===== src/rtl/rs232_receiver.sv =====
// ============================================================================
// Module   : rs232_receiver
// Brief    : UART receive front end, 8N1 (8E1 when RS232_PARITY_EN is defined),
//            mid-bit sampling behind a 2-FF synchroniser.
// Revision : 1.0 - initial release
// ============================================================================
`timescale 1ns/1ps
`default_nettype none

module rs232_receiver #(
    parameter logic [15:0] CLKS_PER_BIT = 16'd1042
) (
    input  logic       clock,
    input  logic       reset,
    input  logic       rs232_rx,
    output logic [7:0] rs232_Data_out,
    output logic       rs232_Data_out_valid,
    output logic       rs232_frame_error,
    output logic       rs232_busy
`ifdef RS232_PARITY_EN
   ,output logic       rs232_parity_error
`endif
);

    localparam logic [15:0] HALF_BIT = CLKS_PER_BIT / 16'd2;
    localparam logic [15:0] c_half_last = HALF_BIT - 16'd1;
    localparam logic [15:0] c_bit_last  = CLKS_PER_BIT - 16'd1;

    typedef enum logic [2:0] {
        S_IDLE      = 3'd0,
        S_START     = 3'd1,
        S_DATA      = 3'd2,
        S_PARITY    = 3'd3,
        S_STOP      = 3'd4,
        S_WAIT_IDLE = 3'd5
    } state_t;

    state_t      r_state;
    logic        r_sync1;
    logic        r_rx_s;
    logic        r_rx_p;
    logic [15:0] r_clk_cnt;
    logic [2:0]  r_bit_cnt;
    logic [7:0]  r_shift;
`ifdef RS232_PARITY_EN
    logic        r_parity;
`endif

    logic w_start_edge;
    logic w_half_done;
    logic w_bit_done;

    assign w_start_edge = r_rx_p & ~r_rx_s;
    assign w_half_done  = (r_clk_cnt == c_half_last);
    assign w_bit_done   = (r_clk_cnt == c_bit_last);
    assign rs232_busy   = (r_state != S_IDLE);

    always_ff @(posedge clock or posedge reset) begin
        if (reset) begin
            // Synchroniser resets to the idle line level so no false start edge
            r_sync1              <= 1'b1;
            r_rx_s               <= 1'b1;
            r_rx_p               <= 1'b1;
            r_state              <= S_IDLE;
            r_clk_cnt            <= 16'd0;
            r_bit_cnt            <= 3'd0;
            r_shift              <= 8'd0;
            rs232_Data_out       <= 8'd0;
            rs232_Data_out_valid <= 1'b0;
            rs232_frame_error    <= 1'b0;
`ifdef RS232_PARITY_EN
            r_parity             <= 1'b0;
            rs232_parity_error   <= 1'b0;
`endif
        end else begin
            r_sync1              <= rs232_rx;
            r_rx_s               <= r_sync1;
            r_rx_p               <= r_rx_s;
            rs232_Data_out_valid <= 1'b0;
            rs232_frame_error    <= 1'b0;
`ifdef RS232_PARITY_EN
            rs232_parity_error   <= 1'b0;
`endif
            case (r_state)
                S_IDLE: begin
                    if (w_start_edge) begin
                        r_clk_cnt <= 16'd0;
                        r_bit_cnt <= 3'd0;
                        r_state   <= S_START;
                    end
                end

                S_START: begin
                    if (w_half_done) begin
                        r_clk_cnt <= 16'd0;
                        // A line already back high at mid-start is a glitch
                        r_state   <= r_rx_s ? S_IDLE : S_DATA;
                    end else begin
                        r_clk_cnt <= r_clk_cnt + 16'd1;
                    end
                end

                S_DATA: begin
                    if (w_bit_done) begin
                        r_clk_cnt <= 16'd0;
                        r_shift   <= {r_rx_s, r_shift[7:1]};
                        r_bit_cnt <= r_bit_cnt + 3'd1;
                        if (r_bit_cnt == 3'd7) begin
`ifdef RS232_PARITY_EN
                            r_state <= S_PARITY;
`else
                            r_state <= S_STOP;
`endif
                        end
                    end else begin
                        r_clk_cnt <= r_clk_cnt + 16'd1;
                    end
                end

`ifdef RS232_PARITY_EN
                S_PARITY: begin
                    if (w_bit_done) begin
                        r_clk_cnt <= 16'd0;
                        r_parity  <= r_rx_s;
                        r_state   <= S_STOP;
                    end else begin
                        r_clk_cnt <= r_clk_cnt + 16'd1;
                    end
                end
`endif

                S_STOP: begin
                    if (w_bit_done) begin
                        r_clk_cnt <= 16'd0;
                        if (r_rx_s) begin
`ifdef RS232_PARITY_EN
                            if ((^r_shift) ^ r_parity) begin
                                rs232_parity_error <= 1'b1;
                            end else begin
                                rs232_Data_out       <= r_shift;
                                rs232_Data_out_valid <= 1'b1;
                            end
`else
                            rs232_Data_out       <= r_shift;
                            rs232_Data_out_valid <= 1'b1;
`endif
                            r_state <= S_IDLE;
                        end else begin
                            rs232_frame_error <= 1'b1;
                            r_state           <= S_WAIT_IDLE;
                        end
                    end else begin
                        r_clk_cnt <= r_clk_cnt + 16'd1;
                    end
                end

                S_WAIT_IDLE: begin
                    if (r_rx_s) begin
                        r_state <= S_IDLE;
                    end
                end

                default: begin
                    r_state <= S_IDLE;
                end
            endcase
        end
    end

endmodule

`default_nettype wire


===== config.mk =====
export PLATFORM = sky130hd
export DESIGN_NAME = rs232_receiver
export DESIGN_NICKNAME = d
export VERILOG_FILES = /design/src/rtl/rs232_receiver.sv
export SDC_FILE = /design/constraint.sdc
export NUM_CORES = 1
export LEC_CHECK = 0
export CORE_MARGIN = 8
export CORE_UTILIZATION = 48
export CTS_BUF_LIST = sky130_fd_sc_hd__clkbuf_16
export CTS_CLUSTER_DIAMETER = 40
export DETAILED_ROUTE_END_ITERATION = 10
export PLACE_DENSITY_LB_ADDON = 0.12
export SYNTH_ARGS = -nofsm -noshare
export SYNTH_HDL_FRONTEND = slang
export SYNTH_SLANG_ARGS = --single-unit

===== constraint.sdc =====
create_clock -name clock -period 6.1 [get_ports clock]
set_clock_uncertainty 0.2 [all_clocks]
set_input_delay 0.61 -clock clock [delete_from_list [all_inputs] [get_ports clock]]
set_output_delay 0.61 -clock clock [all_outputs]
set_load 0.005 [all_outputs]

* Yosys cells after proc, flatten, opt, wreduce, memory -nomap -nowiden
Index checks and enable logic that the tools add are counted.
** Word-level totals
- Bits in latches :: 0
- Output and inout port bits :: 11
- Logic and storage cells :: 59
- Input bits :: 3
- Memory bits (read-only) :: 0
- Bits in writable memories :: 0
- Memories kept :: 0
- Register bits :: 43
** Cells by class
- $add $sub $neg :: 2
- $lt $le $gt $ge :: 0
- Divide/modulo/power cells :: 0
- Reductions and logical operators :: 10
- Eq/ne operators :: 13
- Multipliers :: 0
- Shift-type cells :: 0
- Bitwise logic cells :: 2
- Multiplexer cells :: 22
** Operators by type and width (number)
- 16-bit two-way mux :: 3
- 16-bit one-hot mux with 3 select lines :: 1
- 3-bit two-way mux :: 9
- 16-bit by 1-bit adder with 16-bit output, second input constant :: 1
- 16-bit by 10-bit == test with 1-bit output, second input constant :: 1
- 16-bit by 11-bit == test with 1-bit output, second input constant :: 1
- 3-bit one-hot mux with 5 select lines :: 1
- 2-bit != test, second input constant :: 6
- 3-bit == test, second input constant :: 3
- 1-bit two-way mux :: 6
- 3-bit one-hot mux with 2 select lines :: 1
- 3-bit AND reduction :: 2
- 6-bit AND reduction :: 1
- 3-bit nonzero test :: 2
- 2-bit AND reduction :: 2
- 3-bit by 1-bit adder with 3-bit output, second input constant :: 1
- 3-bit by 1-bit == test with 1-bit output, second input constant :: 1
- 3-bit by 2-bit == test with 1-bit output, second input constant :: 1
- 3-bit zero test :: 1
- 2-bit two-way mux :: 1
- 2-bit nonzero test :: 1
- 2-bit OR reduction :: 1
- 1-bit bitwise AND :: 1
- 1-bit inverter :: 1

* Logic depth before layout (Yosys ltp)
- Word-level depth :: 4
- Mapped depth :: 9
- Mapped depth without buffers :: 7

* Least setup slack after synthesis
OpenSTA, ideal clock, no wires.
- Kind :: reg2reg
- Start :: reg r_clk_cnt[1]
- End :: reg r_shift[0]
- Library setup time :: 125 ps
- Period minus slack after synthesis :: 2447 ps
- Buffers on the path :: 1
- Required time :: 5775 ps
- Slack :: 3653 ps
- Arrival :: 2122 ps
- Stages on the path, launching flop included :: 8
- Cell sequence :: dfrtp_1 > inv_1 > ha_1 > or4b_2 > nor4_4 > nand3_2 > buf_4 > mux2_4
** On the way
- Word-level cells in the longest chain between the ends :: 2
** RTL lines
- start, declared :: RTL line 42 : logic [15:0] r_clk_cnt;
- start signal, assigned :: RTL line 99 : r_clk_cnt <= r_clk_cnt + 16'd1;
- start signal, assigned :: RTL line 116 : r_clk_cnt <= r_clk_cnt + 16'd1;
- start signal, assigned :: RTL line 153 : r_clk_cnt <= r_clk_cnt + 16'd1;
- 16-bit by 11-bit == test with 1-bit output :: RTL line 55 : assign w_bit_done = (r_clk_cnt == c_bit_last);
- 2-bit AND reduction (no line)
- end signal, assigned :: RTL line 106 : r_shift <= {r_rx_s, r_shift[7:1]};
- end, declared :: RTL line 44 : logic [7:0] r_shift;
Every way passes these cells.
A chain may end at the register's enable or synchronous reset.

* Worst setup path after layout
- Start :: reg r_clk_cnt[0]
- End :: reg r_clk_cnt[11]
** On the way
- Word-level cells in the longest chain between the ends :: 3
- Elaborated cells on any way between the ends :: 6
- Those cells by class :: 1 x add/sub; 2 x eq/ne; 3 x mux
** RTL lines
- 16-bit by 1-bit adder with 16-bit output (tied with other cells) :: RTL line 99, 116, 153
- 16-bit two-way mux (on tied branches) :: RTL line 104, 133, 94
- 16-bit one-hot mux with 3 select lines * :: RTL line 84 : case (r_state)
Mark *: on every way between the ends. The rest lies on a longest branch, timed or not.

==> out/results.ini <==
[outcome]
status = finished clean

[finish]
antennaDiodeCount = 0
fin_util = 0.569
final_cell_mix = dfrtp_1, nand2_1, clkdlybuf4s50_1
layout-drive-gt1-share = 0.181
final_common_cell = dfrtp_1
area_growth_pct = 14.3
nets = 224

[detailed_routing]
drt_iter0_drc = 70
wirelength_um = 4140
detail-route-antenna-nets = 0
drc = 0
firstDrtPassIters = 4
vias_per_cell = 5.77
num_vias = 1547
wl_per_cell_um = 15.4

[synth]
ys_seq_area_frac = 0.499
synth_edf_count = 0
async_flop_share = 1.00
synth-seq-cells = 43
synth_cell_type_count = 48
yosys.area_share.adder = 0.0347
yosysTopAreaCell = dfrtp_1
synth_fp_nets = 210
synthMuxAreaShare = 0.0901
synthFlopType = dfrtp_1
avgSynthCellArea_um2 = 10.8
synth_top_area_share = 0.462
synthCells = 201
synth_xor_xnor_area_share = 0.0121
synth_compound_area_frac = 0.121
synth_top_family_by_area = simple AND/OR/NAND/NOR gates
yosys.area_share.simple = 0.203
syn_area_um2 = 2170
synth.area.top_cells = dfrtp_1, mux2_2, dfstp_2
ys_warn_count = 0

[sta]
report.final.slew_viol_count = 0
clock.fmax_mhz = 379
tns_ns = 0
relSlewSlack = 0.643
worst_slew_pin_slew_ns = 0.536
fin_crit_ns = 2.64
hold_viol_final = 0
whs_ns = 0.156
post-route-period-util = 0.433
finalSetupViolCount = 0
setup_slack_ns = 3.46
rsz0062_at_grt = no

[clocking]
clockBufferDepth = 2
cts_buffers = 5
post-cts-setup-buffers = 0
cts_root_buffer = clkbuf_16
clk_pin_slew_ns = 0.06
cts.repair.resized = 0
htreeDepth = 2
cts_tree = yes
clk_latency_ns = 0.28
cts_sinks = 43
hold_buffers = 0

[pwr]
ir_worst_vdd_mv = 0.153
leakage_nw = 1.14
fin_total_pwr_uw = 807
power_density_nw_per_um2 = 326

[setup_path]
critical_path_class = reg2reg
cp-start-kind = flop
r2r-start = r_clk_cnt[0]$_DFFE_PP0P_
cp-startpoint = r_clk_cnt[0]$_DFFE_PP0P_
path_max_fanout = 26
cp_data_arrival_time_ns = 2.61
crit_path_end_kind = flop
critPathRequiredTime_ns = 6.07

[floorplanning]
die-area_um2 = 6920
die_height_um = 83.2
io_pins = 14
die_w_um = 83.2
core-area_um2 = 4350
row_count = 24
initial_utilization = 0.497

[job]
maxCapViolations = 0

[global_route]
grt_use_total = 0.122
grt_pass1_vias = 1526
antenna_found_initial = 0
overflow = 0
grt_pass1_wl_um = 7110
grt_max_degree = 44

[place]
place_hpwl_um = 2900
port_buffers = 13
place.gp.congestion = 0.845
dpl_worst_slack_ns = 3.47

[worst_hold_path]
min_from = r_sync1$_DFF_PP1_
hold_path.class = reg2reg

[metal layers]
| layer | GRT usage | vias up | share of wire |
|---|---|---|---|
| li1 | - | 757 | - |
| met1 | 0.141 | 765 | 0.45 |
| met2 | 0.203 | 18 | 0.49 |
| met3 | 0.0361 | 7 | 0.038 |
| met4 | 0.0559 | 0 | 0.016 |
| met5 | 0 | - | 0 |
[stage by stage]
step	cell area, um^2	instances
finish	2480	268
global route	2480	268
detailed placement	2330	260
CTS	2480	268
global placement	2330	260
floorplan	2170	201
[Yosys cell counts (all sizes together) (3+ instances only)]
cell type,number
mux2,16
or4,3
nand3,13
a22o,5
nand3b,4
buf,5
a21oi,7
nand2,14
nor3,5
ha,6
dfstp,3
a21o,3
nor2,10
a31oi,8
inv,10
clkbuf,4
o21ai,11
dfrtp,40
nor4,3
and3,3
nand4,6
[final timing paths]
check / to / slack [ns] / cells after the start
min: r_rx_s$_DFF_PP1_ / 0.16 / 0
max reg2reg: r_clk_cnt[11]$_DFFE_PP0P_ / 3.46 / 8
min reg2reg: r_rx_s$_DFF_PP1_ / 0.16 / 0
max: r_clk_cnt[11]$_DFFE_PP0P_ / 3.46 / 8
min in group asynchronous: rs232_Data_out[5]$_DFFE_PP0P_ / 0.58 / 3
max in group asynchronous: r_rx_p$_DFF_PP1_ / 4.75 / 3
[final cells by class]
type | instances | area [um^2]
Multi-Input combinational cell | 139 | 1000
Clock buffer | 5 | 125
Timing Repair Buffer | 16 | 153
Tap cell | 52 | 65.1
Sequential cell | 43 | 1080
Clock inverter | 3 | 16.3
Fill cell | 381 | 1880
Inverter | 10 | 37.5
[where the power goes]
part | leakage (nW) | total, mW | internal [mW] | switching, mW
logic | 0.486 | 0.214 | 0.0845 | 0.130
clock network | 0.0710 | 0.251 | 0.149 | 0.102
registers | 0.584 | 0.341 | 0.304 | 0.0372
[critical path, cell delays in order (launching register included)]
cell and delay [ns]:
dfrtp_1 0.46, inv_1 0.09, ha_1 0.14, or4bb_1 0.48, nor4_1 0.29, o22ai_1 0.20
buf_4 0.26, a21o_1 0.18, a22o_1 0.21
[cells by family (layout without fill, tap and decap cells)]
kind of cell | count (synthesis) | count (layout)
simple gates | 73 | 73
fa+ha+maj | 6 | 6
flops | 43 | 43
buf+inv | 19 | 34
compound gates | 41 | 41
mux | 16 | 16
xor+xnor | 3 | 3
[flip-flops by register name, indices dropped and copies added (netlist names)]
name / count
rs232_Data_out_valid: 1
r_rx_s: 1
r_bit_cnt: 3
rs232_Data_out: 8
rs232_frame_error: 1
r_state: 3
r_shift: 8
r_rx_p: 1
r_sync1: 1
r_clk_cnt: 16
(Power assumes the default switching activity.)
